==> src/rtl/note_sequencer_pkg.sv <==
// Shared widths, sizes and FSM encoding for the note sequencer.
package note_sequencer_pkg;

  localparam int STEP_BW_DEF   = 24;
  localparam int GAP_BW_DEF    = 16;
  localparam int IDX_BW_DEF    = 6;
  localparam int NUM_NOTES_DEF = 64;

  typedef enum logic {
    S_IDLE = 1'b0,
    S_PLAY = 1'b1
  } state_e;

endpackage

==> src/rtl/note_sequencer_step_timer.sv <==
// Per-note tick counter: reports the last tick of a note and whether the
// current tick lies inside the silent articulation gap at the end of the note.
module note_sequencer_step_timer #(
  parameter int STEP_BW = 24,
  parameter int GAP_BW  = 16
) (
  input  logic               clk_i,
  input  logic               reset_i,
  input  logic               clear_i,
  input  logic               en_i,
  input  logic [STEP_BW-1:0] step_reg_i,
  input  logic [GAP_BW-1:0]  gap_reg_i,
  output logic               boundary_o,
  output logic               in_gap_o
);

  logic [STEP_BW-1:0] tick_cnt_q, tick_cnt_d;
  logic               last_tick_s;
  logic [STEP_BW:0]   tick_plus_gap_s;

  assign last_tick_s = (tick_cnt_q == (step_reg_i - STEP_BW'(1)));
  assign boundary_o  = en_i & last_tick_s;

  // tick + gap >= step is tick >= step - gap without the subtraction underflowing
  assign tick_plus_gap_s = {1'b0, tick_cnt_q} + (STEP_BW + 1)'(gap_reg_i);
  assign in_gap_o        = (tick_plus_gap_s >= {1'b0, step_reg_i});

  // Next tick count: clear wins, otherwise count and wrap on the last tick of a note.
  always_comb begin
    tick_cnt_d = tick_cnt_q;
    if (clear_i) begin
      tick_cnt_d = '0;
    end else if (en_i) begin
      if (last_tick_s) begin
        tick_cnt_d = '0;
      end else begin
        tick_cnt_d = tick_cnt_q + STEP_BW'(1);
      end
    end else begin
      tick_cnt_d = tick_cnt_q;
    end
  end

  // Tick counter register with synchronous reset.
  always_ff @(posedge clk_i) begin
    if (reset_i) begin
      tick_cnt_q <= '0;
    end else begin
      tick_cnt_q <= tick_cnt_d;
    end
  end

endmodule

==> src/rtl/note_sequencer.sv <==
// Note sequencer: steps the melody ROM index at a programmable tempo and gates
// the tone so that consecutive identical notes are heard separately.
module note_sequencer
  import note_sequencer_pkg::*;
#(
  parameter int STEP_BW   = STEP_BW_DEF,
  parameter int GAP_BW    = GAP_BW_DEF,
  parameter int IDX_BW    = IDX_BW_DEF,
  parameter int NUM_NOTES = NUM_NOTES_DEF
) (
  input  logic               clk_i,
  input  logic               reset_i,
  input  logic               start_i,
  input  logic               stop_i,
  input  logic               loop_i,
  input  logic [STEP_BW-1:0] stepTicks_i,
  input  logic [GAP_BW-1:0]  gapTicks_i,
  output logic [IDX_BW-1:0]  noteIndex_o,
  output logic               gate_o,
  output logic               step_o,
  output logic               playing_o,
  output logic               done_o
);

  localparam logic [IDX_BW-1:0] LAST_IDX = IDX_BW'(NUM_NOTES - 1);

  state_e             state_q, state_d;
  logic [IDX_BW-1:0]  idx_q, idx_d;
  logic [STEP_BW-1:0] step_reg_q, step_reg_d;
  logic [GAP_BW-1:0]  gap_reg_q, gap_reg_d;
  logic               step_pulse_q, step_pulse_d;
  logic               done_q, done_d;

  logic               timer_clear_s, timer_en_s;
  logic               boundary_s, in_gap_s;
  logic [STEP_BW-1:0] step_in_s;

  // A zero tempo would never reach a boundary, so it plays as one tick per note.
  assign step_in_s = (stepTicks_i == '0) ? STEP_BW'(1) : stepTicks_i;

  note_sequencer_step_timer #(
    .STEP_BW (STEP_BW),
    .GAP_BW  (GAP_BW)
  ) u_step_timer (
    .clk_i      (clk_i),
    .reset_i    (reset_i),
    .clear_i    (timer_clear_s),
    .en_i       (timer_en_s),
    .step_reg_i (step_reg_q),
    .gap_reg_i  (gap_reg_q),
    .boundary_o (boundary_s),
    .in_gap_o   (in_gap_s)
  );

  // FSM next state, index stepping, tempo latching and pulse generation.
  always_comb begin
    state_d       = state_q;
    idx_d         = idx_q;
    step_reg_d    = step_reg_q;
    gap_reg_d     = gap_reg_q;
    step_pulse_d  = 1'b0;
    done_d        = 1'b0;
    timer_clear_s = 1'b0;
    timer_en_s    = 1'b0;
    case (state_q)
      S_IDLE: begin
        timer_clear_s = 1'b1;
        if (start_i && !stop_i) begin
          state_d      = S_PLAY;
          idx_d        = '0;
          step_reg_d   = step_in_s;
          gap_reg_d    = gapTicks_i;
          step_pulse_d = 1'b1;
        end else begin
          idx_d = '0;
        end
      end
      S_PLAY: begin
        if (stop_i) begin
          state_d       = S_IDLE;
          idx_d         = '0;
          timer_clear_s = 1'b1;
        end else if (start_i) begin
          idx_d         = '0;
          step_reg_d    = step_in_s;
          gap_reg_d     = gapTicks_i;
          step_pulse_d  = 1'b1;
          timer_clear_s = 1'b1;
        end else begin
          timer_en_s = 1'b1;
          if (boundary_s) begin
            step_reg_d = step_in_s;
            gap_reg_d  = gapTicks_i;
            if (idx_q == LAST_IDX) begin
              if (loop_i) begin
                idx_d        = '0;
                step_pulse_d = 1'b1;
              end else begin
                state_d = S_IDLE;
                idx_d   = '0;
                done_d  = 1'b1;
              end
            end else begin
              idx_d        = idx_q + IDX_BW'(1);
              step_pulse_d = 1'b1;
            end
          end else begin
            idx_d = idx_q;
          end
        end
      end
      default: begin
        state_d       = S_IDLE;
        idx_d         = '0;
        timer_clear_s = 1'b1;
      end
    endcase
  end

  // State and output registers with synchronous reset.
  always_ff @(posedge clk_i) begin
    if (reset_i) begin
      state_q      <= S_IDLE;
      idx_q        <= '0;
      step_reg_q   <= '0;
      gap_reg_q    <= '0;
      step_pulse_q <= 1'b0;
      done_q       <= 1'b0;
    end else begin
      state_q      <= state_d;
      idx_q        <= idx_d;
      step_reg_q   <= step_reg_d;
      gap_reg_q    <= gap_reg_d;
      step_pulse_q <= step_pulse_d;
      done_q       <= done_d;
    end
  end

  assign playing_o   = (state_q == S_PLAY);
  assign gate_o      = playing_o & ~in_gap_s;
  assign noteIndex_o = idx_q;
  assign step_o      = step_pulse_q;
  assign done_o      = done_q;

endmodule
==> config.mk <==
export PLATFORM = sky130hd
export DESIGN_NAME = note_sequencer
export DESIGN_NICKNAME = d
export VERILOG_FILES = /design/src/rtl/note_sequencer_pkg.sv /design/src/rtl/note_sequencer_step_timer.sv /design/src/rtl/note_sequencer.sv
export SDC_FILE = /design/constraint.sdc
export NUM_CORES = 1
export LEC_CHECK = 0
export ABC_AREA = 1
export BUFFER_PORTS_ARGS = -buffer_cell sky130_fd_sc_hd__buf_4
export CAP_MARGIN = 10
export CORE_UTILIZATION = 61
export CTS_CLUSTER_SIZE = 30
export DETAILED_ROUTE_END_ITERATION = 8
export PLACE_DENSITY_LB_ADDON = 0.08
export SYNTH_ARGS = -nofsm -noshare
export SYNTH_HDL_FRONTEND = slang
export SYNTH_HIERARCHICAL = 1
export SYNTH_SLANG_ARGS = --single-unit
==> constraint.sdc <==
create_clock -name clk_i -period 3.9 [get_ports clk_i]
set_input_delay 0.195 -clock clk_i [delete_from_list [all_inputs] [get_ports clk_i]]
set_output_delay 0.195 -clock clk_i [all_outputs]
set_load 0.02 [all_outputs]
==> results of run 1 <==
cells in the final DEF, fill, tap and decap left out, types with 3 or more instances in the layout:
| cell type | instances |
|---|---|
| nand2_1 | 180 |
| nor2_1 | 124 |
| inv_1 | 110 |
| buf_4 | 74 |
| dfxtp_1 | 69 |
| nor2_2 | 52 |
| nand3_1 | 52 |
| ha_1 | 42 |
| a21oi_1 | 38 |
| xor2_1 | 37 |
| o21ai_0 | 32 |
| o21ai_1 | 26 |
| xnor2_1 | 17 |
| nand4_1 | 15 |
| a21oi_2 | 13 |
| clkbuf_8 | 11 |
| nand2_2 | 10 |
| nor3_1 | 8 |
| nand2_4 | 5 |
| o22ai_1 | 5 |
| inv_2 | 4 |
| nor2_4 | 4 |
| dfxtp_2 | 4 |
| nor3_2 | 3 |
power by group through the flow:
stage	logic, mW	registers [mW]	clock network (mW)
2_1_floorplan	0.344	0.814	0
3_3_place_gp	0.449	0.824	0
3_5_place_dp	0.460	0.825	0
4_1_cts	0.469	0.808	0.699
5_1_grt	0.547	0.812	0.728
6_report	0.496	0.809	0.693
layout make-up:
| type | count | area share |
|---|---|---|
| Sequential cell | 73 | 0.210 |
| Multi-Input combinational cell | 694 | 0.583 |
| Clock buffer | 11 | 0.0217 |
| Tap cell | 129 | 0.0232 |
| Clock inverter | 4 | 0.0110 |
| Timing Repair Buffer | 78 | 0.0880 |
| Inverter | 115 | 0.0630 |
metrics by stage:
stage | setup WS (ps) | hold slack [ps] | cells | TNS [ps]
global route | -420 | 44.5 | 1104 | -420
global placement | 289 | 416 | 1074 | 0
CTS | 3.38 | 50.7 | 1094 | 0
finish | -243 | 54.0 | 1104 | -243
floorplan | 308 | 323 | 900 | 0
detailed placement | 90.0 | 425 | 1074 | 0
repair_timing:
item,4_1_cts,5_1_grt
setup endpoints to repair,1,1
setup buffers,5,9
gates resized for setup,19,13
pin swaps,9,16
endpoints found under the hold margin,0,0
worst min-delay path, cell delays in order:
cell and delay [ps]:
buf_4 80, nor2_2 30, nor2_1 80
cells by family after synthesis:
logic type / after synthesis
simple gates: 465
buf+inv: 133
compound gates: 128
flops: 73
xor+xnor: 57
fa+ha+maj: 44
state kept, by name (all words and copies together), names as in the netlist:
signal / cells
noteIndex_o: 6
step_reg_q: 24
playing_o: 1
u_step_timer/tick_cnt_q: 24
gap_reg_q: 16
step_o: 1
done_o: 1
layer usage:
metal,up-vias,share of wire,global-route usage
li1,3033,-,-
met1,2890,0.41,0.419
met2,243,0.49,0.615
met3,64,0.058,0.0559
met4,0,0.038,0.159
met5,-,0,0
how the worst max path moves through the flow:
stage / from / to / slack, ps / cells after the start
after global routing: u_step_timer/tick_cnt_q[4] / gate_o / -420 / 20
after detailed placement: gap_reg_q[0] / gate_o / 90 / 24
final: gap_reg_q[0] / gate_o / -240 / 25
after floorplan: u_step_timer/tick_cnt_q[0] / gate_o / 310 / 22
after CTS: gap_reg_q[0] / gate_o / 3 / 24
after global placement: gap_reg_q[0] / gate_o / 290 / 24
==> metrics.md, run 1 <==
| Metric | Value |
|---|---|
| Status | `finished with violations` |
| Failing checks | `setup timing` |
| Average routed wire per standard cell | `16.3 microns` |
| Initial Util | `0.641` |
| CTS tree | `built` |
| RSZ-0062 raised after global routing | `yes` |
| H-tree depth | `3` |
| Number of global-route vias before repair | `between 5,000 and 6,000` |
| Sequential Area | `1470 sq um` |
| Max Clock Skew | `11.2 ps` |
| Final hold vios | `0` |
| Total internal power | `1.35 mW` |
| Site row count | `35` |
| Clk pwr share | `0.347` |
| Nets | `roughly 1,100` |
| Share of the synthesized area in the top cell type | `0.242` |
| Yosys cell types | `48` |
| Slew margin rel. | `0.544` |
| Crit share post-route | `1.06` |
| Arrival time worst endpoint | `3950 ps` |
| Share of synthesized cell area in full adder, half adder and majority cells | `0.0925` |
| Share of post-route cells with drive strength above 1 | `0.211` |
| Async set or reset register ratio after synthesis | `0` |
| # DRC | `0` |
| Max Slew Vio Count | `0` |
| CTS Buf Count | `9` |
| CP Launch Type | `flip-flop` |
| Largest area contributor in the netlist | `dfxtp_1` |
| Synth Area in Compound Gates | `0.120` |
| GR Overflow Total | `0` |
| Mux contribution to synthesized area | `0` |
| Placer Congestion | `0.949` |
| Die height | `between 100 and 150 microns` |
| Area contributors post-synth | `dfxtp_1, nand2_1, ha_1` |
| Input/output buffers | `54` |
| R2r endpoint | `gap_reg_q[15]` |
| Worst reg-to-reg setup slack | `roughly 480 ps` |
| Pwr dens | `287 nW/um^2` |
| DRT iter0 DRCs | `415` |
| Final worst slack | `-243 ps` |
| Crit path max-delay family | `simple AND/OR/NAND/NOR gates` |
| Number of detailed-route iterations in the first pass | `5` |
| Max Clk Rate | `241 MHz` |
| Worst Hold Path EP | `gap_reg_q[8]` |
| Period minus WS final | `4140 ps` |
| Max VDD drop | `between 0.2 and 0.25 mV` |
| Sink Count | `73` |
| Buf+Inv Stages, Crit Path | `5` |
| Crit path max fanout | `3` |
| Post-route cell area | `6970 sq um` |
| Antenna cell count | `0` |
| Most common flop cell mapped by yosys | `dfxtp_1` |
| Initial antenna violation count | `0` |
| Critical Path End Type | `output port` |
| Post-Synth Simple-Gate Area | `0.358` |
| Max Cap Violations | `0` |
| DIE WIDTH | `a little over 100 microns` |
| CTS Root Cell | `clkbuf_8` |
| FF-to-FF Start | `step_reg_q[0]` |
| Tightest Pin Transition | `just under 700 ps` |
| R2R cell count | `19` |
| Most common cell in the netlist | `nand2_1` |
| Cell mode on critical path | `nand2_1` |
| Synth top cells by count | `nand2_1, nor2_1, inv_1` |
| Max clock buf depth | `2` |
| Sequential fraction of the synthesis area | `0.242` |
| Worst hold path type | `in -> reg` |
| Routed via count | `6,230` |
| Synth-to-Final Area Change | `15.5%` |
| First-pass GRT wire length | `27,900 microns` |
| Comb pwr share | `0.248` |
| Via density | `5.64` |
| Flop pwr share | `0.405` |
| Leak Pwr | `roughly 3.3 nW` |
| Yosys reg bits | `73` |
| Die Area | `10,300 sq um` |
| EDFF count, synth | `0` |
| Multi-input logic area | `approximately 4000 sq um` |
| Crit path required time | `3700 ps` |
| Gate count after technology mapping | `900` |
| Largest net degree at the start of global routing | `55` |
| Cts hold-fix bufs | `0` |
| Mapped cell area | `6030 sq um` |
| Core box area | `9420 sq um` |
| Pwr Total | `2.00 mW` |
| DRT antenna net count | `0` |
| Clk pin slew, worst setup/hold paths | `80 ps` |
| Post-detail-place hpwl | `13,300 microns` |
| Hold_sp | `gapTicks_i[8]` |
| Hold depth | `3` |
| Net Sw Frac | `0.324` |
| Placed cell areas | `6500 sq um` |
| WS Path Type | `reg -> out` |
| Main combinational cell family by area after synthesis | `simple AND/OR/NAND/NOR gates` |
| I/O pin count | `55` |
| Post-Syn Nets | `989` |
| Global-route usage over all layers | `0.350` |
| Crit-path slowest cell | `fa_2` |
| Fin util | `0.740` |
| Post-synthesis xor/xnor area fraction | `0.0863` |
| Net Switching | `about 650 uW` |
| Final wirelength | `approximately 18,000 microns` |
| Final setup fails | `1` |
| Peak per-stage delay on the critical path | `380 ps` |
| Fillers | `around 750` |
| Yosys Warn Count | `6` |
| Skew-Pair Late Insertion Delay | `360 ps` |
| Mean Syn Cell Area | `6.70 sq um` |
No activity file was read; power rests on OpenSTA's default activity.
==> run 2: changes to the inputs <==
Settings changed: BUFFER_PORTS_ARGS -buffer_cell sky130_fd_sc_hd__buf_4 to -buffer_cell sky130_fd_sc_hd__buf_2.
==> run 2 against run 1 <==
  * The flow still finishes with violations (setup timing)
  * Register-to-register slack worse by 80 ps
  * Count of clock-buffer cells in the layout stayed put
  * Sequential power hardly changed
  * Largest power group unchanged
  * Fmax is 2.6% higher
  * Flip-flop and latch count stayed put
  * First-iteration DRC count is 19% lower
  * Final cell count is 1.1% lower
  * Highest routed layer unchanged
  * Clock power is 1% higher
  * Critical path depth is 1 lower
  * Worst hold slack better by 1.2 ps
  * Sequential share of layout area is 0.92 points higher
  * Die area stayed put
==> metrics.md, run 2 (synthesis gave the netlist of run 1 again) <==
| Metric | Value |
|---|---|
| Status | `finished with violations` |
| Share of post-route cells with drive strength above 1 | `0.192 (-0.0192)` |
| Max VDD drop | `0.331 mV (+34%)` |
| WS Path Type | `reg -> out` |
| Setup crit start | `gap_reg_q[0]` |
| Input/output buffers | `54 (unchanged)` |
| Cell mode on critical path | `nand2_1` |
| Final hold vios | `0 (unchanged)` |
| Slew margin rel. | `0.264 (-0.280)` |
| Average routed wire per standard cell | `15.3 microns (-6.3%)` |
| Period minus WS final | `4040 ps (-106 ps)` |
| Arrival time worst endpoint | `3840 ps (-110 ps)` |
| Crit path max-delay family | `simple AND/OR/NAND/NOR gates` |
| Final wirelength | `16,700 microns (-7.3%)` |
| Pre-CTS setup slack | `60.5 ps (-29.5 ps)` |
| Die Area | `10,300 sq um (unchanged)` |
| DIE WIDTH | `101 microns (unchanged)` |
| Post-Layout Cell Count | `1,092 (-1.1%)` |
| Tightest Pin Transition | `1100 ps (+422 ps)` |
| Max Cap Violations | `0 (unchanged)` |
| Peak per-stage delay on the critical path | `340 ps (-40 ps)` |
| Number of detailed-route iterations in the first pass | `5 (unchanged)` |
| Failing checks | `setup timing` |
| Skew-Pair Late Insertion Delay | `360 ps (about the same)` |
| Via density | `5.56 (-1.5%)` |
| Crit-path slowest cell | `dfxtp_2` |
| WHS | `55.2 ps (+1.22 ps)` |
| Largest net degree at the start of global routing | `44 (-20%)` |
| GR Overflow Total | `0 (unchanged)` |
| Buf+Inv Stages, Crit Path | `3 (-2)` |
| Crit share post-route | `1.04 (-0.0272)` |
| CP Launch Type | `flip-flop` |
| Placer Congestion | `0.965 (+1.8%)` |
| Final setup fails | `1 (unchanged)` |
| Max Slew Vio Count | `0 (unchanged)` |
| DRT iter0 DRCs | `336 (-19%)` |
| Placed insts | `1,074 (unchanged)` |
| Global-route usage over all layers | `0.340 (-0.00946)` |
| Initial Util | `0.641 (unchanged)` |
| Leak Pwr | `3.21 nW (-3.2%)` |
| Crit path required time | `3700 ps (about the same)` |
| Routed via count | `6,070 (-2.6%)` |
| Critical Path End Type | `output port` |
| Site row count | `35 (unchanged)` |
| I/O pin count | `55 (unchanged)` |
| Max Clock Skew | `15.3 ps (+4.06 ps)` |
| Clk pin slew, worst setup/hold paths | `80 ps (about the same)` |
| Sink Count | `73 (unchanged)` |
| # DRC | `0 (unchanged)` |
| Initial antenna violation count | `0 (unchanged)` |
| Worst hold path type | `in -> reg` |
| CTS Buf Count | `9 (unchanged)` |
| Number of global-route vias before repair | `5,784 (-1.4%)` |
| Crit path cell chain | `ha_2, inv_1, fa_2, nand3b_1, nand2_2, a31oi_4, o21ai_1, buf_4, a21oi_2, o21ai_2, xor2_1, ha_1, a21oi_2, nor2_1, nor3_2, nand3_1, nand2_1, nand2_1, nand2_1, nand2_1, nand2_1, nand2_2, nor2_2, buf_6` |
| Final worst slack | `-137 ps (+106 ps)` |
| DRT antenna net count | `0 (unchanged)` |
| Largest registers | `step_reg_q (24), u_step_timer/tick_cnt_q (24), gap_reg_q (16)` |
| CTS tree | `built` |
| Die height | `101 microns (unchanged)` |
| Commonest non-fill, non-tap cell in the layout | `nand2_1` |
| Nets | `1,047 (-1.2%)` |
| CTS Root Cell | `clkbuf_8` |
| Core box area | `9420 sq um (unchanged)` |
| Crit path max fanout | `3 (unchanged)` |
| Antenna cell count | `0 (unchanged)` |
| FF-to-FF Start | `step_reg_q[0]` |
| Fin util | `0.708 (-0.0318)` |
| Pwr dens | `296 nW/um^2 (+3.3%)` |
| Max Clk Rate | `248 MHz (+2.6%)` |
| Most frequent cells in the layout | `nand2_1, nor2_1, inv_1` |
| Max clock buf depth | `2 (unchanged)` |
| RSZ-0062 raised after global routing | `yes` |
| H-tree depth | `3 (unchanged)` |
| First-pass GRT wire length | `27,200 microns (-2.7%)` |
| Post-detail-place hpwl | `13,200 microns (-0.53%)` |
| Synth-to-Final Area Change | `10.6%` |
| Hold_sp | `gapTicks_i[3]` |
-- run 2: final timing paths --
path	end	slack, ps	cells after the start
worst max-delay path	gate_o	-140	24
worst min register to register	u_step_timer/tick_cnt_q[1]	510	2
worst max register to register	gap_reg_q[11]	400	17
worst min-delay path	gap_reg_q[3]	60	3
-- run 2: per-stage QoR --
| step | instance area, sq um | setup TNS (ps) | power (mW) |
|---|---|---|---|
| 2_1_floorplan | 6030 | 0 | 1.16 |
| 5_1_grt | 6670 | -453 | 2.07 |
| 6_report | 6670 | -137 | 1.98 |
| 3_5_place_dp | 6360 | 0 | 1.27 |
| 4_1_cts | 6630 | -97.7 | 1.98 |
| 3_3_place_gp | 6360 | 0 | 1.26 |
-- run 2: worst reg2reg max path: stages, from the launching register on --
cell	delay, ps
dfxtp_1	370
inv_1	140
ha_1	380
nand2_4	150
nor2_2	220
nand4_1	170
nand3_1	150
nand2_1	70
inv_1	50
nand2_1	40
nor2_1	260
nand4_2	240
inv_1	300
nand2_4	110
nand2_8	260
buf_4	250
o21ai_0	90
nor2_1	180
-- run 2: layout make-up --
type / count / area, sq um
clock buffer: 11 / 151
timing repair buffer: 65 / 359
tap: 129 / 161
sequential: 73 / 1470
clock inverter: 5 / 85.1
fill: 792 / 2750
inverter: 115 / 439
multi-input combinational: 694 / 4010
-- run 2: per-layer routing --
layer  vias up  share of wire  GRT usage
li1       3008              -          -
met1      2817           0.42      0.418
met5         -              0          0
met2       204           0.49      0.601
met3        41          0.059     0.0504
met4         0          0.027      0.128
-- run 2: report_power, final --
group	switching [mW]	leakage [nW]	internal, mW
combinational	0.305	2.50	0.163
sequential	0.0342	0.598	0.773
clock	0.302	0.116	0.399
-- run 2: repair_timing --
action                                  in CTS  in global routing
setup buffers                                1                  1
gates resized for setup                     11                  9
pin swaps                                    9                  9
endpoints found under the setup margin       1                  1
hold buffers                                 0                  0
gates cloned                                 0                  0
==> run 3: changes to the inputs <==
Settings changed: CORE_UTILIZATION 61 to 65.
Clock period 3.9 ns to 4.95 ns, I/O delays scaled along.
==> run 3 against run 2 <==
  * The run now ends clean
  * Flip-flop and latch count unchanged
  * Combinational power shrank 22%
  * Global-route usage rose by 1.0 points
  * Critical path depth is 1 lower
  * Sequential share of layout area increased by 0.64 points
  * Clock power is 32% lower
  * Non-clock buffer count is 11 lower
  * Core utilization grew 2.2 points
  * Routed wire length decreased by 1.5%
  * Setup slack gained 540 ps
  * Largest power group unchanged
==> metrics.md, run 3 (synthesis gave the netlist of run 1 again) <==
| Metric | Value |
|---|---|
| Status | `finished, final reports clean` |
| Max Clock Skew | `13.1 ps (-2.22 ps)` |
| Buf+Inv Stages, Crit Path | `2 (-1)` |
| Fillers | `768 (-3.0%)` |
| Setup TNS | `0 ps (+137 ps)` |
| Post-detail-place hpwl | `13,000 microns (-1.6%)` |
| Initial Util | `0.682 (+0.0410)` |
| Via density | `5.64 (+1.5%)` |
| Worst hold path type | `in -> reg` |
| Hold_sp | `gapTicks_i[10]` |
| Site row count | `34 (-2.9%)` |
| Most frequent cells in the layout | `nand2_1, nor2_1, inv_1` |
| CTS Buf Count | `9 (unchanged)` |
| Routed via count | `5,982 (-1.4%)` |
| Max Cap Violations | `0 (unchanged)` |
| Period minus WS final | `4550 ps` |
| Largest net degree at the start of global routing | `55 (+25%)` |
| Post-Layout Cell Count | `1,060 (-2.9%)` |
| Core box area | `8850 sq um (-6.0%)` |
| Average routed wire per standard cell | `15.5 microns (+1.5%)` |
| Synth-to-Final Area Change | `7.16%` |
| Final wirelength | `16,400 microns (-1.5%)` |
| Placer Congestion | `0.972 (+0.65%)` |
| Post-CTS Setup Inserts | `0 (-1)` |
| Input/output buffers | `54 (unchanged)` |
| Antenna cell count | `0 (unchanged)` |
| H-tree depth | `3 (unchanged)` |
| Final setup fails | `0 (-1)` |
| Peak per-stage delay on the critical path | `440 ps (+100 ps)` |
| Crit-path slowest cell | `dfxtp_1` |
| Share of post-route cells with drive strength above 1 | `0.167 (-0.0251)` |
| WS Path Type | `reg -> out` |
| FF-to-FF Start | `step_reg_q[0]` |
| R2R cell count | `18 (+1)` |
| Crit path max fanout | `5 (+2)` |
| Largest registers | `step_reg_q (24), u_step_timer/tick_cnt_q (24), gap_reg_q (16)` |
| Die Area | `9670 sq um (-6.0%)` |
| Max Clk Rate | `220 MHz` |
| Arrival time worst endpoint | `4300 ps (+460 ps)` |
| I/O pin count | `55 (unchanged)` |
| Cell mode on critical path | `nand2_1` |
| CTS tree | `built` |
| GR Overflow Total | `0 (unchanged)` |
| Tightest Pin Transition | `1110 ps (+2.63 ps)` |
| CTS Root Cell | `clkbuf_8` |
| Worst Hold Path EP | `gap_reg_q[10]` |
| Placed insts | `1,044 (-2.8%)` |
| First-pass GRT wire length | `27,000 microns (-0.53%)` |
| CP Launch Type | `flip-flop` |
| Max Slew Vio Count | `0 (unchanged)` |
| Die height | `98.3 microns (-3.1%)` |
| Hold depth | `3 (unchanged)` |
| Placed cell areas | `6270 sq um (-1.5%)` |
| Number of detailed-route iterations in the first pass | `7 (+2)` |
| Final hold vios | `0 (unchanged)` |
| Clk pin slew, worst setup/hold paths | `90 ps (about the same)` |
| Nets | `1,036 (-1.1%)` |
| Multi-input logic area | `3960 sq um (-1.2%)` |
| Initial antenna violation count | `0 (unchanged)` |
| RSZ-0062 raised after global routing | `no` |
| Pwr dens | `229 nW/um^2 (-23%)` |
| Crit share post-route | `0.920` |
| Max VDD drop | `0.223 mV (-33%)` |
| Crit path cell chain | `ha_1, inv_1, fa_1, nand3b_1, nand2_1, a31oi_1, o21ai_1, a21oi_1, o21ai_0, xor2_1, ha_1, a21oi_1, nor2_1, nor3_1, nand3_1, nand2_1, nand2_1, nand2_1, nand2_1, nand2_1, nand2_1, nor2_1, buf_2` |
| Worst reg-to-reg setup slack | `1380 ps (+980 ps)` |
| DRT antenna net count | `0 (unchanged)` |
| Skew-Pair Late Insertion Delay | `350 ps (about the same)` |
| Sink Count | `73 (unchanged)` |
| DIE WIDTH | `98.3 microns (-3.1%)` |
| Crit path max-delay family | `simple AND/OR/NAND/NOR gates` |
| Global-route usage over all layers | `0.351 (+0.0103)` |
| # DRC | `0 (unchanged)` |
| Crit path required time | `4700 ps (+1000 ps)` |
| Sequential Area | `1460 sq um (-0.26%)` |
| Number of global-route vias before repair | `5,810 (+0.45%)` |
| R2r endpoint | `step_reg_q[0]` |
| Critical Path End Type | `output port` |
| Leak Pwr | `3.12 nW (-2.7%)` |
| Commonest non-fill, non-tap cell in the layout | `nand2_1` |
| Post-route cell area | `6460 sq um (-3.1%)` |
| Max clock buf depth | `2 (unchanged)` |
| Slew margin rel. | `0.262 (-0.00176)` |
| DRT iter0 DRCs | `337 (+0.30%)` |
run 3: area by class of cell:
type                       instances  area share
clock buffer                      10      0.0197
multi-input combinational        694       0.613
timing repair buffer              54      0.0418
tap                              108      0.0209
clock inverter                     6      0.0105
inverter                         115      0.0680
sequential                        73       0.226
run 3: power by group:
part / switching (mW) / internal (mW) / total (mW)
registers: 0.0275 / 0.609 / 0.637
clock network: 0.244 / 0.235 / 0.479
logic: 0.239 / 0.126 / 0.364
total: 0.511 / 0.970 / 1.48
run 3: layer usage:
layer | GRT usage | up-vias | routed length [microns] | part of all wire
met3 | 0.0558 | 41 | 863 | 0.053
li1 | - | 2981 | - | -
met1 | 0.427 | 2780 | 7080 | 0.43
met2 | 0.626 | 180 | 8010 | 0.49
met5 | 0 | - | 0 | 0
met4 | 0.122 | 0 | 483 | 0.029
run 3: through the flow:
step | power, mW | util | setup WS [ps] | hold slack (ps)
final | 1.48 | 0.730 | 398 | 118
after global routing | 1.56 | 0.730 | 49.1 | 112
after CTS | 1.48 | 0.730 | 280 | 110
after detailed placement | 1.00 | 0.708 | 681 | 480
after global placement | 0.992 | 0.708 | 996 | 471
after floorplan | 0.912 | - | 1310 | 376
run 3: what timing repair did:
| action | 4_1_cts | 5_1_grt |
|---|---|---|
| hold buffers | 0 | 0 |
| endpoints found under the setup margin | 0 | 1 |
| resized for setup | 0 | 1 |
| endpoints found under the hold margin | 0 | 0 |
run 3: worst max path at each step:
stage	startpoint	endpoint	cells past startpoint
after floorplan	u_step_timer/tick_cnt_q[0]	gate_o	22
after global placement	u_step_timer/tick_cnt_q[0]	gate_o	23
after detailed placement	u_step_timer/tick_cnt_q[0]	gate_o	23
after CTS	u_step_timer/tick_cnt_q[0]	gate_o	23
after global routing	u_step_timer/tick_cnt_q[0]	gate_o	22
final	u_step_timer/tick_cnt_q[0]	gate_o	23
run 3: worst register-to-register path: cells and delay by family (launching register included):
kind	cells	cell delay, ps
adder cells (fa/ha/maj)	1	340
AND/OR/NAND/NOR	12	1870
buffers and inverters	3	610
flip-flops	1	480
AO/OA/AOI/OAI	2	180
